### src/rtl/control_unit.sv
// Main control decoder for the RV32 datapath: maps the 7-bit major opcode to
// registered steering signals for the ALU control, data memory and register file.
module control_unit (
  input  logic       clk,
  input  logic       rst_n,
  input  logic [6:0] instruction,
  output logic       branch,
  output logic       mem_read,
  output logic       mem_to_reg,
  output logic [1:0] alu_op,
  output logic       mem_write,
  output logic       alu_src,
  output logic       reg_write,
  output logic       illegal
);

  localparam logic [6:0] OP_R_TYPE = 7'b0110011;
  localparam logic [6:0] OP_LOAD   = 7'b0000011;
  localparam logic [6:0] OP_STORE  = 7'b0100011;
  localparam logic [6:0] OP_BRANCH = 7'b1100011;
  localparam logic [6:0] OP_I_ALU  = 7'b0010011;

  localparam logic [1:0] ALU_ADD = 2'b00;
  localparam logic [1:0] ALU_SUB = 2'b01;
  localparam logic [1:0] ALU_R   = 2'b10;
  localparam logic [1:0] ALU_I   = 2'b11;

  logic       d_branch;
  logic       d_mem_read;
  logic       d_mem_to_reg;
  logic [1:0] d_alu_op;
  logic       d_mem_write;
  logic       d_alu_src;
  logic       d_reg_write;
  logic       d_illegal;

  // Full 7-bit match; table don't-cares are driven to 0.
  always_comb begin
    d_branch     = 1'b0;
    d_mem_read   = 1'b0;
    d_mem_to_reg = 1'b0;
    d_alu_op     = ALU_ADD;
    d_mem_write  = 1'b0;
    d_alu_src    = 1'b0;
    d_reg_write  = 1'b0;
    d_illegal    = 1'b0;
    case (instruction)
      OP_R_TYPE: begin
        d_reg_write = 1'b1;
        d_alu_op    = ALU_R;
      end
      OP_LOAD: begin
        d_alu_src    = 1'b1;
        d_mem_to_reg = 1'b1;
        d_reg_write  = 1'b1;
        d_mem_read   = 1'b1;
      end
      OP_STORE: begin
        d_alu_src   = 1'b1;
        d_mem_write = 1'b1;
      end
      OP_BRANCH: begin
        d_branch = 1'b1;
        d_alu_op = ALU_SUB;
      end
      OP_I_ALU: begin
        d_alu_src   = 1'b1;
        d_reg_write = 1'b1;
        d_alu_op    = ALU_I;
      end
      default: d_illegal = 1'b1;
    endcase
  end

  always_ff @(posedge clk or negedge rst_n) begin
    if (!rst_n) begin
      branch     <= 1'b0;
      mem_read   <= 1'b0;
      mem_to_reg <= 1'b0;
      alu_op     <= ALU_ADD;
      mem_write  <= 1'b0;
      alu_src    <= 1'b0;
      reg_write  <= 1'b0;
      illegal    <= 1'b0;
    end else begin
      branch     <= d_branch;
      mem_read   <= d_mem_read;
      mem_to_reg <= d_mem_to_reg;
      alu_op     <= d_alu_op;
      mem_write  <= d_mem_write;
      alu_src    <= d_alu_src;
      reg_write  <= d_reg_write;
      illegal    <= d_illegal;
    end
  end

endmodule

### config.mk
export PLATFORM = sky130hd
export DESIGN_NAME = control_unit
export DESIGN_NICKNAME = d
export VERILOG_FILES = /design/src/rtl/control_unit.sv
export SDC_FILE = /design/constraint.sdc
export NUM_CORES = 1
export LEC_CHECK = 0
export BUFFER_PORTS_ARGS = -buffer_cell sky130_fd_sc_hd__buf_2
export CORE_AREA = 3 3 40 42
export DETAILED_ROUTE_END_ITERATION = 10
export DIE_AREA = 0 0 43 45
export GPL_ROUTABILITY_DRIVEN = 0
export PLACE_DENSITY = 0.56
export SLEW_MARGIN = 20
export SYNTH_ARGS = -nofsm -noshare
export SYNTH_HDL_FRONTEND = slang
export SYNTH_SLANG_ARGS = --single-unit
### constraint.sdc
create_clock -name clk -period 0.8 [get_ports clk]
set_input_delay 0.08 -clock clk [delete_from_list [all_inputs] [get_ports clk]]
set_output_delay 0.08 -clock clk [all_outputs]
set_load 0.1 [all_outputs]
==> impl_results.md <==
* Avg WL per Cell at 8.90 um
* Port Buffers at 17
* H-tree depth at 1
* Fmax at 998 MHz
* Share of cells above drive strength 1 at 71.1%
* Die Ht at 45 um
* Final net count at 56
* Max Root-Sink Buffers at 2
* Worst setup EP type: primary output
* Postcts setup bufs at 0
* CP Max Fanout at 2
* Cell row count at 13
* Global-route wire length before repair at 862 um
* Sequential-to-total area share from yosys stat at 65.3%
* Vias in the first global route at 221
* Synth Area in Compound Gates at 6.53%
* 1st-pass router iterations at 2
* Fin crit share at 125%
* Final Power at 829 uW
* Final setup viols at 9
* Slowest cell on crit path: dfrtp_4
* Static leakage at 0.000254 uW
* Cts bufs inserted at 3
* Fin. Hold Viols at 0
* # clock sinks at 8
* Netlist Area Pre-Place at 307 um^2
* CTS tree: done
* Worst Path Arrival at 0.92 ns
* Seq cells post-synth at 8
* Max stage delay on crit path at 0.50 ns
* Synth Area per Inst at 13.3 um^2
* Critical Path RT at 0.72 ns
* Post-Synth Adder-Cell Area at 0%
* Rel. slew slack at 83.7%
* Initial antenna violation count at 0
* Simple logic cell fraction of the synthesized area at 20.8%
* CTS resizes at 0
* Tightest Pin Transition at 0.243 ns
* Max Cap Viol at 0
* Clock transition at the registers of the reported paths at 0.05 ns
* Final max-slew violation count at 0
* Mapped Cells at 23
* Kind of critical path: register to primary output
* DR vias at 246
* Outcome: finished with violations
* Largest net degree at the start of global routing at 9
* Routed Antenna Nets at 0
* Commonest non-fill, non-tap cell in the layout: buf_12
* Yosys cell types at 15
* Worst path cell trace: buf_12
* DP HPWL at 451 um
* Largest family of logic cells by synthesized area: simple AND/OR/NAND/NOR gates
* Root Buffer: clkbuf_4
* P&R area growth vs syn at 95.1%
* Die width at 43 um
* Grt ovf at 0
* Setup crit start kind: register
* Total GRT Usage at 6.48%
* DP Area at 566 um^2
* Via density at 4.10
* Final WL at 534 um
* Yosys warns at 0
* Pwr/cell area at 1390 nW/um^2
* Unrepaired setup endpoints after global routing: yes
* Largest register FFs at 2
* Min cycle time layout at 1.00 ns
* Ant. Diodes at 0
* Multiplexer share of the synthesized area at 0%
* Initial core utilization at 23.9%
* Fin area at 598 um^2
* DR iter-0 viols at 3
* CP delay by family, top: flip-flops
* Die area at 1940 um^2
* DRC viols at 0
* Place WS at -0.00828 ns
* Failing checks: setup timing
* Max VDD drop at 0.575 mV
* Top reg by flops: alu_op
* Filler Cells Inserted at 116
* Worst Slack Setup Final at -0.202 ns
* Most frequent cells in the layout: buf_12, buf_2, dfrtp_2
* WP buf/inv at 1
* Syn Nets at 32
* Hold Crit Class: primary input to register
* Ports at 18
* Post-synthesis xor/xnor area fraction at 0%
* Total core area at 1280 um^2
-- stage by stage --
| stage | cells | setup TNS [ns] | hold slack, ns | util (%) |
|---|---|---|---|---|
| global placement | 56 | -0.00159 | -0.0758 | 44.0 |
| finish | 60 | -1.11 | 0.113 | 46.5 |
| floorplan | 23 | -0.150 | -0.216 | - |
| global route | 60 | -1.31 | 0.116 | 46.5 |
| detailed placement | 56 | -0.00828 | -0.0724 | 44.0 |
| CTS | 60 | -1.22 | 0.0995 | 46.5 |
-- per-layer routing --
metal  vias to the layer above  wire length [um]  track usage [%]
met5                         -                 0                0
met4                         0                15             9.04
met3                         2                44             1.20
met2                        13               274             8.68
met1                       107               200             7.46
li1                        124                 -                -
-- repair_timing --
item / 4_1_cts / 5_1_grt
hold buffers: 1 / 0
endpoints found under the setup margin: 9 / 9
hold endpoints to repair: 8 / 0
-- cell type report --
cell class | count | area [um^2] | area share, %
Tap cell | 15 | 18.8 | 3.14
Multi-Input combinational cell | 12 | 83.8 | 14.0
Clock buffer | 3 | 22.5 | 3.77
Sequential cell | 8 | 213 | 35.6
Timing Repair Buffer | 22 | 260 | 43.5
-- power by group --
part | leakage [uW] | internal, uW | switching [uW]
registers | 0.0000941 | 410 | 3.56
logic | 0.000146 | 54.5 | 65.1
clock network | 0.0000138 | 171 | 125
total | 0.000254 | 636 | 194
-- worst paths after layout --
path                                       from              endpoint  slack [ns]  cells after the start
max in group asynchronous                 rst_n  mem_to_reg$_DFF_PN0_        0.43                      2
setup / recovery           mem_to_reg$_DFF_PN0_              mem_read       -0.20                      1
hold / removal                   instruction[5]  mem_to_reg$_DFF_PN0_        0.11                      3
min in group asynchronous                 rst_n  mem_to_reg$_DFF_PN0_        0.19                      2
-- cells in the mapped netlist, drive strengths merged --
cell     instances  share of area, %
buf              2               6.1
a21oi            1               1.6
nor3b            2               4.9
a21o             1               2.4
clkbuf           1               1.2
nor4             1               2.0
dfrtp            8                65
or3b             1               2.9
nor2             1               1.2
nand4bb          1               3.7
nand2b           1               2.0
nand3b           1               2.4
a211oi           1               2.4
nor3             1               1.6
-- cell families (layout without fill, tap and decap cells) --
family                 Yosys count  in the layout
flip-flops                       8              8
AO/OA/AOI/OAI                    3              3
buffers and inverters            3             25
AND/OR/NAND/NOR                  9              9
(Power assumes the default switching activity.)
